<file path="src/rtl/rv_pkg.sv">
// Types and constants shared by both ends of the 64-bit ready/valid link.
package rv_pkg;

    localparam int RV_DATA_WIDTH = 64;

    typedef enum logic [1:0] {
        IDLE,
        SEND,
        FULL
    } rv_tx_state_t;

endpackage

</file>
<file path="src/rtl/rv_transmitter_if.sv">
// Push side and link side of the transmitter bundled together.
// The master modport is the transmitter's view; slave is the producer/receiver view.
interface rv_transmitter_if
    import rv_pkg::*;
#(
    parameter int DATA_WIDTH = RV_DATA_WIDTH
);

    logic                  push;
    logic [DATA_WIDTH-1:0] push_data;
    logic                  push_ready;
    logic                  valid;
    logic [DATA_WIDTH-1:0] data_out;
    logic                  ready;

    modport master (
        input  push,
        input  push_data,
        input  ready,
        output push_ready,
        output valid,
        output data_out
    );

    modport slave (
        output push,
        output push_data,
        output ready,
        input  push_ready,
        input  valid,
        input  data_out
    );

endinterface

</file>
<file path="src/rtl/reg_def.sv">
// Plain D register with asynchronous active-high clear.
module reg_def #(
    parameter int WIDTH = 1
) (
    input  logic             clk,
    input  logic             reset,
    input  logic [WIDTH-1:0] d,
    output logic [WIDTH-1:0] q
);

    always_ff @(posedge clk or posedge reset) begin
        if (reset) q <= '0;
        else       q <= d;
    end

endmodule

</file>
<file path="src/rtl/rv_tx_fifo.sv">
// Small circular FIFO for the transmitter: storage, wrapping pointers, occupancy count.
module rv_tx_fifo
    import rv_pkg::*;
#(
    parameter int DATA_WIDTH = RV_DATA_WIDTH,
    parameter int DEPTH      = 4,
    parameter int CNT_W      = $clog2(DEPTH) + 1
) (
    input  logic                  clk,
    input  logic                  reset,
    input  logic                  wr_en,
    input  logic                  rd_en,
    input  logic [DATA_WIDTH-1:0] wr_data,
    output logic [DATA_WIDTH-1:0] rd_data,
    output logic [CNT_W-1:0]      count,
    output logic                  full,
    output logic                  empty
);

    localparam int PTR_W = $clog2(DEPTH);
    localparam logic [CNT_W-1:0] CNT_FULL = CNT_W'(DEPTH);

    logic [DATA_WIDTH-1:0] mem [DEPTH];
    logic [PTR_W-1:0]      wr_ptr;
    logic [PTR_W-1:0]      rd_ptr;
    logic                  wr_ok;
    logic                  rd_ok;

    assign full    = (count == CNT_FULL);
    assign empty   = (count == '0);
    assign wr_ok   = wr_en && !full;
    assign rd_ok   = rd_en && !empty;
    assign rd_data = mem[rd_ptr];

    // Storage carries no reset; its contents are meaningless until written.
    always_ff @(posedge clk) begin
        if (wr_ok) mem[wr_ptr] <= wr_data;
    end

    always_ff @(posedge clk or posedge reset) begin
        if (reset) begin
            wr_ptr <= '0;
            rd_ptr <= '0;
            count  <= '0;
        end else begin
            if (wr_ok) wr_ptr <= wr_ptr + 1'b1;
            if (rd_ok) rd_ptr <= rd_ptr + 1'b1;
            case ({wr_ok, rd_ok})
                2'b10:   count <= count + 1'b1;
                2'b01:   count <= count - 1'b1;
                default: count <= count;
            endcase
        end
    end

endmodule

</file>
<file path="src/rtl/rv_transmitter.sv">
// Source end of the 64-bit ready/valid link: FIFO-buffered push side, FSM-driven valid.
// Optional RV_TX_STALL_CNT_EN adds a saturating stall_cycles counter output.
module rv_transmitter
    import rv_pkg::*;
#(
    parameter int DATA_WIDTH = RV_DATA_WIDTH,
    parameter int DEPTH      = 4,
    parameter int CNT_W      = $clog2(DEPTH) + 1
) (
    input  logic             clk,
    input  logic             reset,
    rv_transmitter_if.master bus,
    output logic             tx_done,
    output logic             overflow,
    output logic [CNT_W-1:0] count
`ifdef RV_TX_STALL_CNT_EN
    ,
    output logic [15:0]      stall_cycles
`endif
);

    localparam logic [CNT_W-1:0] CNT_ONE     = CNT_W'(1);
    localparam logic [CNT_W-1:0] CNT_ONE_OFF = CNT_W'(DEPTH - 1);

    rv_tx_state_t          state;
    logic                  valid_r;
    logic                  push_ready_r;
    logic                  handshake;
    logic                  push_acc;
    logic                  fifo_full;
    logic                  fifo_empty;
    logic [DATA_WIDTH-1:0] head;

    // valid comes only from registered state, never from ready.
    assign handshake      = valid_r && bus.ready;
    assign push_acc       = bus.push && !fifo_full;
    assign bus.valid      = valid_r;
    assign bus.push_ready = push_ready_r;
    assign bus.data_out   = fifo_empty ? '0 : head;

    rv_tx_fifo #(
        .DATA_WIDTH (DATA_WIDTH),
        .DEPTH      (DEPTH),
        .CNT_W      (CNT_W)
    ) u_fifo (
        .clk     (clk),
        .reset   (reset),
        .wr_en   (push_acc),
        .rd_en   (handshake),
        .wr_data (bus.push_data),
        .rd_data (head),
        .count   (count),
        .full    (fifo_full),
        .empty   (fifo_empty)
    );

    always_ff @(posedge clk or posedge reset) begin
        if (reset) begin
            state        <= IDLE;
            valid_r      <= 1'b0;
            push_ready_r <= 1'b1;
            overflow     <= 1'b0;
        end else begin
            if (bus.push && fifo_full) overflow <= 1'b1;
            case (state)
                IDLE: begin
                    if (push_acc) begin
                        state   <= SEND;
                        valid_r <= 1'b1;
                    end
                end
                SEND: begin
                    if (handshake && !push_acc && count == CNT_ONE) begin
                        state   <= IDLE;
                        valid_r <= 1'b0;
                    end else if (push_acc && !handshake && count == CNT_ONE_OFF) begin
                        state        <= FULL;
                        push_ready_r <= 1'b0;
                    end
                end
                FULL: begin
                    if (handshake) begin
                        state        <= SEND;
                        push_ready_r <= 1'b1;
                    end
                end
                default: begin
                    state        <= IDLE;
                    valid_r      <= 1'b0;
                    push_ready_r <= 1'b1;
                end
            endcase
        end
    end

    reg_def #(
        .WIDTH (1)
    ) u_tx_done (
        .clk   (clk),
        .reset (reset),
        .d     (handshake),
        .q     (tx_done)
    );

`ifdef RV_TX_STALL_CNT_EN
    always_ff @(posedge clk or posedge reset) begin
        if (reset) begin
            stall_cycles <= '0;
        end else if (handshake) begin
            stall_cycles <= '0;
        end else if (valid_r && !bus.ready && stall_cycles != '1) begin
            stall_cycles <= stall_cycles + 1'b1;
        end
    end
`endif

endmodule

</file>
<file path="src/flat_wrapper.sv">
// flat-port wrapper written by rule: the top's interface ports become plain ports
module rv_transmitter_flat import rv_pkg::*;
#(
    parameter int DATA_WIDTH = RV_DATA_WIDTH,
    parameter int DEPTH      = 4,
    parameter int CNT_W      = $clog2(DEPTH) + 1
)
  (clk, reset, tx_done, overflow, count, bus_push, bus_push_data, bus_ready, bus_push_ready, bus_valid, bus_data_out);
  rv_transmitter_if #(.DATA_WIDTH(DATA_WIDTH)) bus_i ();
  input  logic clk;
  input  logic reset;
  output logic tx_done;
  output logic overflow;
  output logic [CNT_W-1:0] count;
  input wire logic [$bits(bus_i.push)-1:0] bus_push;
  input wire logic [$bits(bus_i.push_data)-1:0] bus_push_data;
  input wire logic [$bits(bus_i.ready)-1:0] bus_ready;
  output wire logic [$bits(bus_i.push_ready)-1:0] bus_push_ready;
  output wire logic [$bits(bus_i.valid)-1:0] bus_valid;
  output wire logic [$bits(bus_i.data_out)-1:0] bus_data_out;
  assign bus_i.push = bus_push;
  assign bus_i.push_data = bus_push_data;
  assign bus_i.ready = bus_ready;
  assign bus_push_ready = bus_i.push_ready;
  assign bus_valid = bus_i.valid;
  assign bus_data_out = bus_i.data_out;
  rv_transmitter #(.DATA_WIDTH(DATA_WIDTH), .DEPTH(DEPTH), .CNT_W(CNT_W)) u_core (.clk(clk), .reset(reset), .bus(bus_i), .tx_done(tx_done), .overflow(overflow), .count(count));
endmodule
</file>
<file path="config.mk">
export PLATFORM = sky130hd
export DESIGN_NAME = rv_transmitter_flat
export DESIGN_NICKNAME = d
export VERILOG_FILES = /design/src/rtl/rv_pkg.sv /design/src/rtl/rv_transmitter_if.sv /design/src/rtl/reg_def.sv /design/src/rtl/rv_tx_fifo.sv /design/src/rtl/rv_transmitter.sv /design/src/flat_wrapper.sv
export SDC_FILE = /design/constraint.sdc
export NUM_CORES = 1
export LEC_CHECK = 0
export CAP_MARGIN = 10
export CORE_MARGIN = 2
export CORE_UTILIZATION = 59
export DETAILED_ROUTE_END_ITERATION = 8
export PLACE_DENSITY = 0.85
export SLEW_MARGIN = 0
export SYNTH_ARGS = -nofsm -noshare
export SYNTH_HDL_FRONTEND = slang
export SYNTH_SLANG_ARGS = --single-unit
</file>
<file path="constraint.sdc">
create_clock -name clk -period 8.05 [get_ports clk]
set_input_delay 0.805 -clock clk [delete_from_list [all_inputs] [get_ports clk]]
set_output_delay 0.805 -clock clk [all_outputs]
set_load 0.01 [all_outputs]
</file>
* Word-level counts from Yosys, hierarchy flattened *
Memories as Yosys holds them, arrays and structs flattened.
Cells that the tools add are included.

word-level totals
  bits in writable memories = 256
  memories = 1
  word-level logic and storage cells = 63
  output and inout bits = 71
  register bits after elaboration = 13
  input port bits = 68

memory list
  name               depth  width  read ports  clocked after memory_dff  write ports  RTL line          text
  u_core.u_fifo.mem  4      64     1           0                         1            rv_tx_fifo.sv:23  logic [DATA_WIDTH-1:0] mem [DEPTH];

cells by class
  add/sub/neg operators = 4
  reductions and logical operators = 19
  bitwise operators = 2
  eq/ne operators = 13
  muxes and demuxes = 16

operators with widths
  cell                   count
  $mux W64               1
  $logic_and A1 B1 Y1    9
  $mux W2                4
  $ne A2 B1 Y1 const B   4
  $mux W1                7
  $pmux W1 S3            2
  $pmux W2 S3            1
  $pmux W3 S2            1
  $reduce_and A3 Y1      2
  $add A2 B1 Y2 const B  2
  $eq A2 B1 Y1 const B   2
  $eq A2 B2 Y1 const B   2
  $logic_not A1 Y1       4
  $reduce_and A4 Y1      1
  $add A3 B1 Y3 const B  1
  $eq A3 B1 Y1 const B   1
  $eq A3 B2 Y1 const B   1
  $eq A3 B3 Y1 const B   1
  $logic_not A3 Y1       1
  $ne A3 B1 Y1 const B   1
  $sub A3 B1 Y3 const B  1
  $logic_not A2 Y1       1
  $ne A2 B2 Y1 const B   1
  $not A1 Y1             2
  $reduce_bool A2 Y1     1

* Logic depth before layout (Yosys ltp) *
Gate-level depths: netlist of run 1.

  depth in word-level cells = 8
  mapped depth = 9
  depth with buffers taken out = 8

* Cells and area by module *
From an unflattened synthesis of run 1, not the netlist that was laid out.

second synthesis, totals
  cells, all modules = 471
  area total of the unflattened synthesis = 10398.7 um^2

by module, submodules not included
  module          area each (um^2)  times used  cells an instance  seq. area each (um^2)
  rv_tx_fifo      9659.3            1           372                7862.5
  rv_transmitter  710.7             1           97                 126.4
  reg_def         28.8              1           2                  25.0

* Least setup slack after synthesis of run 1 *
OpenSTA, ideal clock, no wires.

  kind = input port to flip-flop
  start = input bus_push
  end = memory u_core.u_fifo.mem[0][0] (netlist name), enable pin
  cell stages on the path = 3
  setup slack = 4.805 ns
  arrival time = 2.816 ns
  library setup time = 0.429 ns
  required time = 7.621 ns
  path buffers = 1
  cell sequence = a21boi_0 > buf_2 > and2_1

between the ends
  word-level cells in the longest chain between the ends = 4

RTL lines
  what                           RTL line              text
  from (decl)                    flat_wrapper.sv:15    input wire logic [$bits(bus_i.push)-1:0] bus_push;
  $logic_and A1 B1 Y1            rv_transmitter.sv:36  assign push_acc = bus.push && !fifo_full;
  $logic_and A1 B1 Y1            rv_tx_fifo.sv:31      assign wr_ok = wr_en && !full;
  $mux W1                        rv_tx_fifo.sv:37      if (wr_ok) mem[wr_ptr] <= wr_data;
  $mux W1 (not written as such)  rv_tx_fifo.sv:37
  to (decl)                      rv_tx_fifo.sv:23

No other way between the ends.

* Worst setup path in the final report of run 1 *
  start = register u_core.u_fifo.rd_ptr[0]
  end = output bus_data_out[3]

between the ends
  word-level cells in the longest chain between the ends = 2

RTL lines
  what                    RTL line              text
  from (decl)             rv_tx_fifo.sv:25      logic [PTR_W-1:0] rd_ptr;
  from (signal assigned)  rv_tx_fifo.sv:47      if (rd_ok) rd_ptr <= rd_ptr + 1'b1;
  $mem_v2 Z4 W64          n/a
  $mux W64                rv_transmitter.sv:39  assign bus.data_out = fifo_empty ? '0 : head;
  to (decl)               flat_wrapper.sv:20    output wire logic [$bits(bus_i.data_out)-1:0] bus_data_out;

No other way between the ends.

==> run_results.csv, run 1 <==
group,metric,value,unit
route,vias_per_cell,5.81,
synth,ys.warnings.count,0,
cells_and_area,n_antenna_cell,0,
critical_path,rrSetupSlack,5610,ps
critical_path,start_kind,"flip-flop",
critical_path,max_stage_delay,740,ps
synth,syn_area_per_cell,21.9,sq um
synth,async_reset_ff_share,4.83,%
global_route,met3_usage,5.26,%
pwr,irDropWorstVdd,0.000280,V
floorplanning,die_h,137,um
critical_path,crit_type,"flip-flop to primary output",
pwr,seq_power_share,41.0,%
pwr,leakagePower,4.26,nW
pwr,p_int,0.00353,W
route,drtIter0Drc,281,
pwr,power.density,386,nW/um^2
route,route.detailed.drc,0,
critical_path,r2r_start,"u_core.u_fifo.count[0]$_DFFE_PP0P_",
hold_path,worstHoldStart,"u_core.overflow$_DFFE_PP0P_",
critical_path,path_cells,"buf_4 > mux4_2 > nor2b_1 > clkdlybuf4s50_1",
global_route,grt_max_degree,66,
synth,synth_seq_cells,269,
hold_path,min_path_type,"flip-flop to flip-flop",
sta,max_freq,242,MHz
global_route,grt_overflow,0,
hold_path,hold_path_depth,1,
sta,hold_viol,0,
route,vias,5055,
sta,period_share,51.3,%
route,routed_wl,19000,um
cts,ctsResizeCount,0,
route,first_pass_iters,4,
critical_path,timing.rr.end,"u_core.u_fifo.mem[1][3]$_DFFE_PP_",
synth,ys.flop_type,"edfxtp_1",
floorplanning,initial_core_util,60.2,%
sta,clock_skew,16.7,ps
place,gp_congestion,0.687,
pwr,clock_power_share,24.1,%
place,hpwl,10600,um
pwr,power_switching,0.00143,W
critical_path,worstPathRequired,7240,ps
cts,post_cts_buffers,0,
global_route,grt_pass1_vias,5328,
sta,finalSetupTns,0,ps
critical_path,rr_worst_depth,5,
synth,synth_edf_count,256,
floorplanning,chipWidth,137,um
cts,clock_sinks,269,
floorplanning,rows,48,
cells_and_area,stdcell_area,12800,sq um
cts,clkSlewWorstSetupHoldPaths,60,ps
synth,syn_nets,554,
cts,hold_buffers,0,
floorplanning,die_area,18700,sq um
place,dpl.cell_count,820,
cells_and_area,final_net_count,702,
sta,rsz0062_at_grt,"false",
synth,yosysSeqAreaShare,77.0,%
critical_path,worstPathMaxFanout,44,
cells_and_area,area_growth,23.4,%
sta,slew_violations,0,
cts,cts_buffer_depth,3,
floorplanning,io_pins,139,
cells_and_area,fill_cells,965,
route,post_drt_wl_per_cell,21.9,um
flow_run,maxCapViolations,0,
synth,synth_cell_type_count,32,
critical_path,startpoint,"u_core.u_fifo.rd_ptr[0]$_DFFE_PP0P_",
global_route,met1_usage,27.8,%
global_route,grt_util_met2,34.5,%
outcome,status,"finished clean",
cts,cts_tree,"done",
pwr,swShare,28.8,%
cts,cts_buffers,27,
place,dpl_cell_area,12000,sq um
sta,worstMarginPinSlew,1010,ps
synth,syn_inst,476,
place,io_buffers,138,
global_route,top_usage_layer,"met2",
sta,setup_violations,0,
floorplanning,core-area,17300,sq um
cts,htree_levels,1,
critical_path,worstPathArrival,3320,ps
hold_path,hold_end,"u_core.overflow$_DFFE_PP0P_",
sta,relSlewSlack,32.9,%
global_route,grt_pass1_wl,29000,um
cells_and_area,final_cells,870,
critical_path,critPathSlowestCell,"buf_4",
cts,insertion_delay,530,ps
global_route,antenna_found_initial,1,
pwr,p_comb_share,34.9,%
synth,syn_area,10400,sq um
cells_and_area,drive_gt1_share,17.8,%
global_route,track_usage,20.8,%
route,drtAntennaViolNets,0,
cts,root_buffer,"clkbuf_16",
critical_path,timing.critical_path.to_type,"primary output",
sta,period_needed,4130,ps
layout by cell type, fill, tap and decap left out, types with 2 or more instances in the layout:
master           Yosys  routed
clkdlybuf4s50_1      0     138
clkbuf_1             8       8
clkbuf_16            0      27
dfrtp_1             12      10
dfrtp_4              0       2
bufinv_16            0       2
mux4_2              64      64
inv_6                0       2
xnor2_1              3       3
ha_1                10      10
buf_4                2       3
a21boi_0             2       2
xor2_1               2       2
clkbuf_8             0       2
nand2_1              3       3
nor2_1               2       2
o21ai_0              3       3
nor3b_1              2       2
and2_4               0       4
nor2b_1             65      64
clkinv_1             0       3
edfxtp_1           256     256
nand3_1              2       2
inv_1               10      10
clkinv_2             0       5
Yosys cell counts (2+ instances only):
cell type | number | area share [%]
nand2_1 | 3 | 0.11
and2_1 | 5 | 0.30
xnor2_1 | 3 | 0.25
mux4_2 | 64 | 14
inv_1 | 10 | 0.36
a21boi_0 | 2 | 0.14
o21ai_0 | 3 | 0.14
ha_1 | 10 | 1.2
nor2_1 | 2 | 0.072
dfrtp_1 | 12 | 2.9
nor3b_1 | 2 | 0.14
xor2_1 | 2 | 0.17
nand3_1 | 2 | 0.096
buf_2 | 7 | 0.34
nor2b_1 | 65 | 3.9
edfxtp_1 | 256 | 74
buf_4 | 2 | 0.14
buf_6 | 5 | 0.54
clkbuf_1 | 8 | 0.29
layout make-up:
type,count,area [sq um],area share (%)
Clock buffer,37,733,5.71
Clock inverter,13,125,0.975
Inverter,10,37.5,0.292
Multi-Input combinational cell,175,2240,17.4
Sequential cell,269,8020,62.5
Tap cell,225,282,2.19
Timing Repair Buffer,141,1400,10.9
critical path: cells and delay by family (launching register included):
family | cells | cell delay (ps)
buffers and inverters | 2 | 1270
muxes | 1 | 620
and+or+nand+nor | 1 | 160
DFF | 1 | 700
per-layer routing:
metal	vias up	wire (um)	part of all wire, %
li1	2221	-	-
met1	2603	7620	40
met2	192	9690	51
met3	37	1290	6.8
met4	2	415	2.2
met5	-	13	0.068
per-stage QoR:
| stage | util (%) | worst slack [ps] | power [W] | hold WS, ps |
|---|---|---|---|---|
| detailed placement | 69.3 | 4350 | 0.00381 | 460 |
| finish | 74.2 | 3920 | 0.00496 | 468 |
| floorplan | - | 4800 | 0.00301 | 503 |
| global placement | 69.3 | 4350 | 0.00376 | 453 |
| global route | 74.2 | 3660 | 0.00519 | 503 |
| CTS | 74.2 | 3790 | 0.00502 | 474 |
cells by family after synthesis:
group	synth area share (%)
buf+inv	1.67
flops	77.0
compound gates	1.05
simple gates	4.80
fa+ha+maj	1.20
mux	13.9
xor+xnor	0.421
sequential cells by signal, indices dropped and copies added (netlist names):
signal / cells
u_core.bus.push_ready: 1
u_core.overflow: 1
u_core.u_fifo.count: 3
u_core.u_fifo.wr_ptr: 2
u_core.state: 2
u_core.u_fifo.rd_ptr: 2
u_core.bus.valid: 1
u_core.u_tx_done.q: 1
u_core.u_fifo.mem: 256
power groups by stage:
stage / sequential (W) / combinational (W) / clock [W]
CTS: 0.00204 / 0.00176 / 0.00122
detailed placement: 0.00207 / 0.00174 / 0
finish: 0.00203 / 0.00173 / 0.00120
floorplan: 0.00195 / 0.00106 / 0
global placement: 0.00205 / 0.00171 / 0
global route: 0.00207 / 0.00186 / 0.00126
how the worst max path moves through the flow:
stage	slack [ps]	endpoint	cells past startpoint
2_1_floorplan	4800	u_core.u_fifo.mem[0][0]$_DFFE_PP_	3
3_3_place_gp	4350	bus_data_out[8]	4
3_5_place_dp	4350	bus_data_out[1]	4
4_1_cts	3790	bus_data_out[3]	4
5_1_grt	3660	bus_data_out[40]	4
6_report	3920	bus_data_out[3]	4
No activity file was read; power rests on OpenSTA's default activity.
==> run 2, diff against run 1 <==
- CORE_UTILIZATION: 59 -> 49
- PLACE_DENSITY: 0.85 -> 0.75
- clock period: 8.05 -> 3.3 ns (I/O delays scaled with it)
==> run 2 against run 1 <==
Global-route usage down 3.3 points. Hold slack got worse by 330 ps. Combinational power grew to 2.6 times the previous value. First-iteration DRC count up 24%. Sequential power up 140%. Routed wire length increased by 1.2%. Largest power group unchanged. Highest routed layer is now met4.
==> run_results.csv, run 2 (synthesis gave the netlist of run 1 again) <==
group,metric,value,unit
critical_path,worstPathRequired,2970,ps
critical_path,timing.critical_path.to_type,"primary output",
route,vias,5082,
pwr,leakagePower,4.31,nW
global_route,grt_pass1_wl,30000,um
cells_and_area,drive_gt1_share,19.3,%
cells_and_area,top_register,"u_core.u_fifo.mem",
cells_and_area,layout_commonest_cell,"edfxtp_1",
sta,relSlewSlack,62.0,%
global_route,track_usage,17.4,%
cts,cts_buffer_depth,3,
flow_run,maxCapViolations,0,
route,vias_per_cell,5.46,
floorplanning,rows,53,
hold_path,min_path_type,"input pin to asynchronous set/reset pin",
cts,cts_tree,"done",
critical_path,worstPathArrival,2680,ps
global_route,antenna_found_initial,1,
route,drtAntennaViolNets,0,
floorplanning,chipWidth,150,um
route,drtIter0Drc,349,
route,post_drt_wl_per_cell,20.7,um
global_route,grt_max_degree,67,
floorplanning,initial_core_util,49.7,%
cts,htree_levels,1,
sta,setup_violations,0,
pwr,power.density,931,nW/um^2
cells_and_area,layout_common_cells,"edfxtp_1, clkdlybuf4s50_1, mux4_2, nor2b_1, clkbuf_16",
cts,post_cts_buffers,0,
cts,cts_buffers,27,
pwr,irDropWorstVdd,0.000491,V
route,first_pass_iters,4,
sta,period_share,91.3,%
sta,rsz0062_at_grt,"false",
cells_and_area,largest_reg_flops,256,
critical_path,crit_type,"flip-flop to primary output",
floorplanning,die_area,22400,sq um
sta,slew_violations,0,
sta,max_freq,332,MHz
sta,worstMarginPinSlew,564,ps
pwr,p_total,0.0122,W
floorplanning,die_h,150,um
sta,period_needed,3010,ps
floorplanning,io_pins,139,
outcome,status,"finished clean",
route,route.detailed.drc,0,
place,hpwl,11400,um
sta,clock_skew,14.1,ps
cts,insertion_delay,520,ps
floorplanning,core-area,21000,sq um
cts,hold_buffers,0,
place,io_buffers,138,
sta,hold_viol,0,
global_route,grt_pass1_vias,5466,
sta,finalSetupTns,0,ps
cells_and_area,top_regs,"u_core.u_fifo.mem x256, u_core.u_fifo.count x3",
critical_path,start_kind,"flip-flop",
cts,ctsResizeCount,0,
cells_and_area,area_growth,25.3,%
place,gp_congestion,0.720,
global_route,grt_overflow,0,
cts,clock_sinks,269,
cts,clkSlewWorstSetupHoldPaths,60,ps
cells_and_area,final_net_count,712,
cts,root_buffer,"clkbuf_16",
critical_path,worstPathMaxFanout,40,
route,routed_wl,19300,um
## run 2: stage by stage
stage | util, % | area [sq um] | hold slack, ps | setup WS [ps] | instances
final | 62.2 | 13000 | 143 | 287 | 930
after global routing | 62.2 | 13000 | 175 | 139 | 930
after CTS | 62.2 | 13000 | 138 | 222 | 929
after detailed placement | 58.2 | 12200 | 475 | 735 | 880
after global placement | 58.2 | 12200 | 458 | 785 | 880
after floorplan | - | 10400 | 206 | 116 | 476
## run 2: routing by layer
layer / wire length (um) / GRT usage, %
met4: 265 / 3.96
met5: 0 / 0
met2: 9780 / 30.4
met1: 8080 / 23.2
met3: 1130 / 3.17
## run 2: layout make-up
class	count	area (sq um)
flip-flops and latches	269	8020
well taps	275	344
repair buffers	151	1570
inverters	10	37.5
clock buffers	33	698
fillers	1468	7910
diodes	1	2.50
clock inverters	16	138
multi-input cells	175	2240
## run 2: power breakdown
part	total (W)	switching, W	internal (W)
Sequential	0.00481	0.000297	0.00451
Clock	0.00287	0.00121	0.00166
Combinational	0.00448	0.00198	0.00249
## run 2: worst max-delay path, cell delays in order, from the launching register on
cell	delay, ps
dfrtp_4	580
buf_12	340
mux4_2	560
nor2b_1	150
clkdlybuf4s50_1	490
## run 2: path summary, 6_finish.rpt
kind	startpoint	end	slack, ps	cells past startpoint
worst max-delay path	u_core.u_fifo.rd_ptr[0]$_DFFE_PP0P_	bus_data_out[44]	290	4
worst min-delay path	reset	u_core.u_fifo.wr_ptr[1]$_DFFE_PP0P_	140	2
worst max register to register	u_core.u_fifo.count[0]$_DFFE_PP0P_	u_core.u_fifo.mem[2][25]$_DFFE_PP_	860	5
worst min register to register	u_core.overflow$_DFFE_PP0P_	u_core.overflow$_DFFE_PP0P_	480	1
max in group asynchronous	reset	u_core.u_fifo.rd_ptr[0]$_DFFE_PP0P_	2770	2
min in group clk	bus_push_data[1]	u_core.u_fifo.mem[3][1]$_DFFE_PP_	430	1
